**src/rtl/emif_dfh_csr_slave_pkg.sv**
```systemverilog
// -----------------------------------------------------------------------------
// emif_dfh_csr_slave_pkg
// Shared types and constants for the EMIF device-feature-header CSR slave:
//   t_dfh            - field layout of the 64-bit device feature header
//   OFF_*            - byte offsets of the four mapped 64-bit registers
//   EMIF_FEATURE_ID  - feature ID carried in the EMIF DFH
//   DFH_DEFAULT      - default DFH word (64'h3000_0006_B000_1009)
// -----------------------------------------------------------------------------
package emif_dfh_csr_slave_pkg;

   typedef struct packed {
      logic [3:0]  feature_type;
      logic [18:0] reserved;
      logic        eol;
      logic [23:0] next_dfh_offset;
      logic [3:0]  feature_rev;
      logic [11:0] feature_id;
   } t_dfh;

   localparam logic [7:0] OFF_DFH        = 8'h00;
   localparam logic [7:0] OFF_STATUS     = 8'h08;
   localparam logic [7:0] OFF_CAPABILITY = 8'h10;
   localparam logic [7:0] OFF_SCRATCH    = 8'h18;

   localparam logic [11:0] EMIF_FEATURE_ID = 12'h009;

   localparam t_dfh DFH_DEFAULT = '{
      feature_type    : 4'h3,
      reserved        : 19'h0,
      eol             : 1'b0,
      next_dfh_offset : 24'h06B000,
      feature_rev     : 4'h1,
      feature_id      : EMIF_FEATURE_ID
   };

endpackage

```
**src/rtl/emif_cal_sync.sv**
```systemverilog
// -----------------------------------------------------------------------------
// emif_cal_sync
// Two-flop synchronizer for a bus of independent level signals.
//   clk    in  destination clock
//   rst_n  in  asynchronous active-low reset (flops clear to 0)
//   d      in  W  asynchronous level inputs
//   q      out W  synchronized levels, two rising edges after d changes
// Each bit is synchronized on its own; no cross-bit coherency is implied.
// -----------------------------------------------------------------------------
module emif_cal_sync #(
   parameter int W = 1
) (
   input  logic         clk,
   input  logic         rst_n,
   input  logic [W-1:0] d,
   output logic [W-1:0] q
);

   logic [W-1:0] meta_q, meta_d;
   logic [W-1:0] sync_q, sync_d;

   always_comb begin
      meta_d = d;
      sync_d = meta_q;
   end

   always_ff @(posedge clk or negedge rst_n) begin
      if (!rst_n) begin
         meta_q <= '0;
         sync_q <= '0;
      end else begin
         meta_q <= meta_d;
         sync_q <= sync_d;
      end
   end

   assign q = sync_q;

endmodule

```
**src/rtl/emif_dfh_csr_slave.sv**
```systemverilog
// -----------------------------------------------------------------------------
// emif_dfh_csr_slave
// CSR slave exposing the EMIF device feature header and calibration status.
//   clk, rst_n            clock, asynchronous active-low reset
//   req_valid/req_ready   request handshake; req_ready = !rsp_valid || rsp_ready
//   req_write, req_addr   1=write / 0=read, byte offset (bits [2:0] ignored)
//   req_wdata, req_be     write data and byte enables (writes only)
//   rsp_valid/rsp_ready   read-response handshake (writes produce no response)
//   rsp_rdata             read data, loaded on the accepting edge
//   cal_success/cal_fail  per-channel calibration levels, asynchronous to clk
// Handshake: a transfer happens on a rising edge where valid && ready; the
// producer holds valid and payload stable until that edge.
// Map: 0x00 DFH (RO), 0x08 STATUS, 0x10 CAPABILITY (RO), 0x18 SCRATCH (RW).
// STATUS[NUM_MEM_CH-1:0] live calibration pass, STATUS[8 +: NUM_MEM_CH]
// sticky calibration fail (write-1-to-clear through byte lane 1).
// -----------------------------------------------------------------------------
module emif_dfh_csr_slave
   import emif_dfh_csr_slave_pkg::*;
#(
   parameter int          NUM_MEM_CH = 4,
   parameter logic [63:0] DFH_VAL    = DFH_DEFAULT,
   parameter logic [7:0]  CAP_MASK   = 8'h0F
) (
   input  logic                  clk,
   input  logic                  rst_n,
   input  logic                  req_valid,
   output logic                  req_ready,
   input  logic                  req_write,
   input  logic [7:0]            req_addr,
   input  logic [63:0]           req_wdata,
   input  logic [7:0]            req_be,
   output logic                  rsp_valid,
   input  logic                  rsp_ready,
   output logic [63:0]           rsp_rdata,
   input  logic [NUM_MEM_CH-1:0] cal_success,
   input  logic [NUM_MEM_CH-1:0] cal_fail
);

   logic [2*NUM_MEM_CH-1:0] cal_sync;
   logic [NUM_MEM_CH-1:0]   sync_success, sync_fail;

   logic                  rsp_valid_q, rsp_valid_d;
   logic [63:0]           rsp_rdata_q, rsp_rdata_d;
   logic [63:0]           scratch_q, scratch_d;
   logic [NUM_MEM_CH-1:0] fail_q, fail_d;

   logic                  accept, wr_en, rd_en;
   logic                  hit_status, hit_scratch;
   logic [NUM_MEM_CH-1:0] fail_clr;
   logic [63:0]           status_word, rd_data;
   logic                  unused_addr_lsbs;

   // Pass and fail levels share one synchronizer so both see equal latency.
   emif_cal_sync #(.W(2*NUM_MEM_CH)) u_cal_sync (
      .clk   (clk),
      .rst_n (rst_n),
      .d     ({cal_fail, cal_success}),
      .q     (cal_sync)
   );

   assign sync_success = cal_sync[NUM_MEM_CH-1:0];
   assign sync_fail    = cal_sync[2*NUM_MEM_CH-1:NUM_MEM_CH];

   // Only 64-bit words are decoded.
   assign unused_addr_lsbs = ^req_addr[2:0];

   assign req_ready   = !rsp_valid_q || rsp_ready;
   assign accept      = req_valid && req_ready;
   assign wr_en       = accept && req_write;
   assign rd_en       = accept && !req_write;
   assign hit_status  = (req_addr[7:3] == OFF_STATUS[7:3]);
   assign hit_scratch = (req_addr[7:3] == OFF_SCRATCH[7:3]);

   // Read mux uses current register values, so a read sees the state that
   // existed before any update made on the same edge.
   always_comb begin
      status_word                   = '0;
      status_word[NUM_MEM_CH-1:0]   = sync_success;
      status_word[8 +: NUM_MEM_CH]  = fail_q;
      rd_data = '0;
      if (req_addr[7:3] == OFF_DFH[7:3]) begin
         rd_data = DFH_VAL;
      end else if (hit_status) begin
         rd_data = status_word;
      end else if (req_addr[7:3] == OFF_CAPABILITY[7:3]) begin
         rd_data = {56'h0, CAP_MASK};
      end else if (hit_scratch) begin
         rd_data = scratch_q;
      end
   end

   always_comb begin
      rsp_valid_d = rsp_valid_q;
      rsp_rdata_d = rsp_rdata_q;
      if (rd_en) begin
         // Also covers consume-and-reload in the same cycle.
         rsp_valid_d = 1'b1;
         rsp_rdata_d = rd_data;
      end else if (rsp_ready) begin
         rsp_valid_d = 1'b0;
      end

      scratch_d = scratch_q;
      for (int i = 0; i < 8; i++) begin
         if (wr_en && hit_scratch && req_be[i]) begin
            scratch_d[8*i +: 8] = req_wdata[8*i +: 8];
         end
      end

      // Fail bits all live in byte lane 1; a concurrent set beats the clear.
      fail_clr = '0;
      if (wr_en && hit_status && req_be[1]) begin
         fail_clr = req_wdata[8 +: NUM_MEM_CH];
      end
      fail_d = (fail_q & ~fail_clr) | sync_fail;
   end

   always_ff @(posedge clk or negedge rst_n) begin
      if (!rst_n) begin
         rsp_valid_q <= 1'b0;
         rsp_rdata_q <= '0;
         scratch_q   <= '0;
         fail_q      <= '0;
      end else begin
         rsp_valid_q <= rsp_valid_d;
         rsp_rdata_q <= rsp_rdata_d;
         scratch_q   <= scratch_d;
         fail_q      <= fail_d;
      end
   end

   assign rsp_valid = rsp_valid_q;
   assign rsp_rdata = rsp_rdata_q;

endmodule

```
**config.mk**
```make
export PLATFORM = sky130hd
export DESIGN_NAME = emif_dfh_csr_slave
export DESIGN_NICKNAME = d
export VERILOG_FILES = /design/src/rtl/emif_dfh_csr_slave_pkg.sv /design/src/rtl/emif_cal_sync.sv /design/src/rtl/emif_dfh_csr_slave.sv
export SDC_FILE = /design/constraint.sdc
export NUM_CORES = 1
export LEC_CHECK = 0
export ABC_AREA = 1
export ABC_CLOCK_PERIOD_IN_PS = 1300
export CAP_MARGIN = 20
export CORE_MARGIN = 1.5
export CORE_UTILIZATION = 40
export DETAILED_ROUTE_END_ITERATION = 6
export PLACE_DENSITY = 0.71
export SYNTH_ARGS = -nofsm -noshare
export SYNTH_HDL_FRONTEND = slang
export SYNTH_SLANG_ARGS = --single-unit
```
**constraint.sdc**
```tcl
create_clock -name clk -period 1.3 [get_ports clk]
set_input_delay 0.195 -clock clk [delete_from_list [all_inputs] [get_ports clk]]
set_output_delay 0.195 -clock clk [all_outputs]
set_load 0.02 [all_outputs]
```
==> run_results.csv <==
group,metric,value,unit
min_path,hp-class,"primary input to flop",
route,first_pass_iters,4,
grt,grt.overflow.total,0,
timing,worst_slack,-0.103,ns
pwr,ir_drop,0.764,mV
timing,period_share,1.08,
synthesis,syn_area,0.00596,sq mm
flow_run,maxCapViolations,0,
grt,track_usage,0.211,
clock_tree,clk_pin_slew,0.06,ns
layout,num_antenna_cells,0,
timing,timing.slew.headroom,0.715,
worst_setup_path,cp.required,1.61,ns
clock_tree,insertion_delay,0.42,ns
clock_tree,cts_tree,"built",
layout,layout-drive-gt1-share,0.294,
route,initialDrtViolationCount,325,
synthesis,synth_seq_cells,149,
placement,port_buffers,155,
route,routed_via_density,4.82,
timing,rsz0062_at_grt,"true",
die,die_h,125,microns
worst_setup_path,cp_slowest_cell,"dfrtp_2",
placement,dpl.hpwl,10200,microns
die,initial_core_util,0.410,
worst_setup_path,crit_path_frequent_cell,"nand2_4",
worst_setup_path,crit_chain,"nand2_4 > nand3_4 > nor2_4 > buf_6 > buf_12 > nand2_8 > nand2_4 > nand2_2",
timing,finalClockSkew,0.00523,ns
route,routedWlPerCell,15.2,microns
pwr,power_density,1200,mW/mm^2
synthesis,synthCells,663,
synthesis,syn-num-nets,756,
status,status,"finished with violations",
pwr,p_leak,0.00482,uW
route,totalWireLength,16200,microns
die,die_w,125,microns
clock_tree,cts_inserted_buffers,17,
synthesis,yosys_warnings,0,
synthesis,synth-seq-area-share,0.626,
placement,finalWeightedCongestion,0.799,
grt,grt_pass1_wl,25800,microns
timing,finalCriticalPeriod,1.40,ns
clock_tree,clockBufferDepth,2,
synthesis,synth_area_per_cell,8.99,sq um
die,core,0.0145,sq mm
worst_setup_path,worst_setup_path_end_kind,"flop",
clock_tree,htreeDepth,4,
layout,fin_area,0.00923,sq mm
die,dieArea,0.0156,sq mm
worst_setup_path,arrival,1.71,ns
placement,placed_area,0.00810,sq mm
layout,num-fill-cells,1223,
timing,hold_violations,0,
worst_setup_path,r2r-end,"scratch_q[37]$_DFFE_PN0P_",
synthesis,ys_types,17,
layout,fin_cells,1066,
grt,grt_antenna_before_repair,0,
layout,final_common_cell,"nand2_1",
timing,drv_slew,0,
synthesis,synth_top_area_share,0.626,
timing,setup_viol,113,
worst_setup_path,critPathLaunchType,"flop",
grt,grt_max_degree,33,
layout,nets,962,
worst_setup_path,crit_path_end,"scratch_q[37]$_DFFE_PN0P_",
grt,grt_pass1_vias,5087,
route,vias,5134,
worst_setup_path,crit_start,"rsp_valid$_DFFE_PN0P_",
layout,area_growth,55.0,%
route,ant_nets,0,
synthesis,synth_area_leaders,"dfrtp_1 (63%), nand2_1 (19%), nand3_1 (9.2%), buf_2 (2.1%), inv_1 (1.2%)",
timing,final.setup.tns,-5.61,ns
worst_setup_path,rr_worst_depth,8,
placement,dp.cells,1012,
route,route.detailed.drc,0,
die,rows,44,
clock_tree,cts_sinks,149,
worst_setup_path,worstSetupPathType,"flop to flop",
worst_setup_path,crit_path_max_fanout,8,
clock_tree,cts_root_buf,"clkbuf_16",
timing,clock.fmax,713,MHz
timing,tightestPinTransition,0.426,ns
status,violations,"setup timing",
layout,final_cell_mix,"nand2_1 (241), dfrtp_1 (148), nand3_1 (99)",
synthesis,yosys.area.top_type,"dfrtp_1",
worst_setup_path,r2r_slack,-0.10,ns
pwr,p_total,11100,uW
worst_setup_path,worstReg2RegStart,"rsp_valid$_DFFE_PN0P_",
die,ios,159,
placement,dp_slack,-0.529,ns
worst_setup_path,worst_path_largest_cell_delay,0.42,ns
[synth_stat cells, drive strengths merged]
library cell  count
clkbuf            7
o21ai             4
nand4            10
nand3           111
nor2             18
or2               2
dfrtp           149
buf              28
nand2           312
inv              22
[worst max-delay path: cells and delay by family, from the launching register on]
kind          cells  cell delay (ns)
buf+inv           2             0.27
flops             1             0.42
simple gates      6             0.61
[where the power goes]
part           switching [uW]  internal, uW
combinational             537           563
clock                    1950          3060
sequential                133          4850
[layout make-up]
cell class	count	area [sq um]	share of cell area
multi-input combinational	458	2340	0.253
timing repair buffer	221	2250	0.243
clock buffer	19	443	0.0480
clock inverter	13	158	0.0171
sequential	149	3730	0.404
inverter	22	90.1	0.00976
tap	184	230	0.0249
[per-layer routing]
layer	vias to the layer above	share of wire	global-route usage	wire [microns]
met5	-	0	0	0
met4	0	0.024	0.0809	386
met3	26	0.049	0.0428	800
met2	152	0.51	0.350	8200
met1	2439	0.42	0.274	6810
li1	2517	-	-	-
[registers in the layout, summed over array words and instances (netlist names)]
| register | count |
|---|---|
| u_cal_sync.q | 8 |
| u_cal_sync.meta_q | 8 |
| scratch_q | 64 |
| rsp_rdata | 64 |
| fail_q | 4 |
| rsp_valid | 1 |
[kinds of logic (layout without fill, tap and decap cells)]
family / after synthesis / in the layout / synth area share
AOI/OAI and AO/OA: 4 / 4 / 0.00336
buffers and inverters: 57 / 275 / 0.0437
DFF: 149 / 149 / 0.626
and+or+nand+nor: 453 / 454 / 0.327
[stage by stage]
stage               hold slack, ns  utilization
detailed placement           0.118        0.557
floorplan                   -0.101            -
finish                       0.207        0.635
global placement             0.113        0.557
CTS                          0.194        0.628
global route                 0.192        0.635
[worst min-delay path by stage]
stage	start	endpoint	slack [ns]	cells after the start
6_report	cal_success[2]	u_cal_sync.meta_q[2]$_DFF_PN0_	0.21	1
5_1_grt	cal_fail[2]	u_cal_sync.meta_q[6]$_DFF_PN0_	0.19	1
4_1_cts	cal_success[2]	u_cal_sync.meta_q[2]$_DFF_PN0_	0.19	1
3_5_place_dp	rst_n	u_cal_sync.q[6]$_DFF_PN0_	0.12	1
3_3_place_gp	rst_n	u_cal_sync.q[6]$_DFF_PN0_	0.11	1
2_1_floorplan	rst_n	fail_q[0]$_DFF_PN0_	-0.10	0
[timing repair]
item / CTS / global route
cloned: 6 / 4
setup buffers: 10 / 4
hold buffers: 1 / 0
gates resized for setup: 225 / 115
endpoints found under the hold margin: 127 / 0
endpoints found under the setup margin: 193 / 173
pin swaps: 4 / 13
No activity file was read; power rests on OpenSTA's default activity.
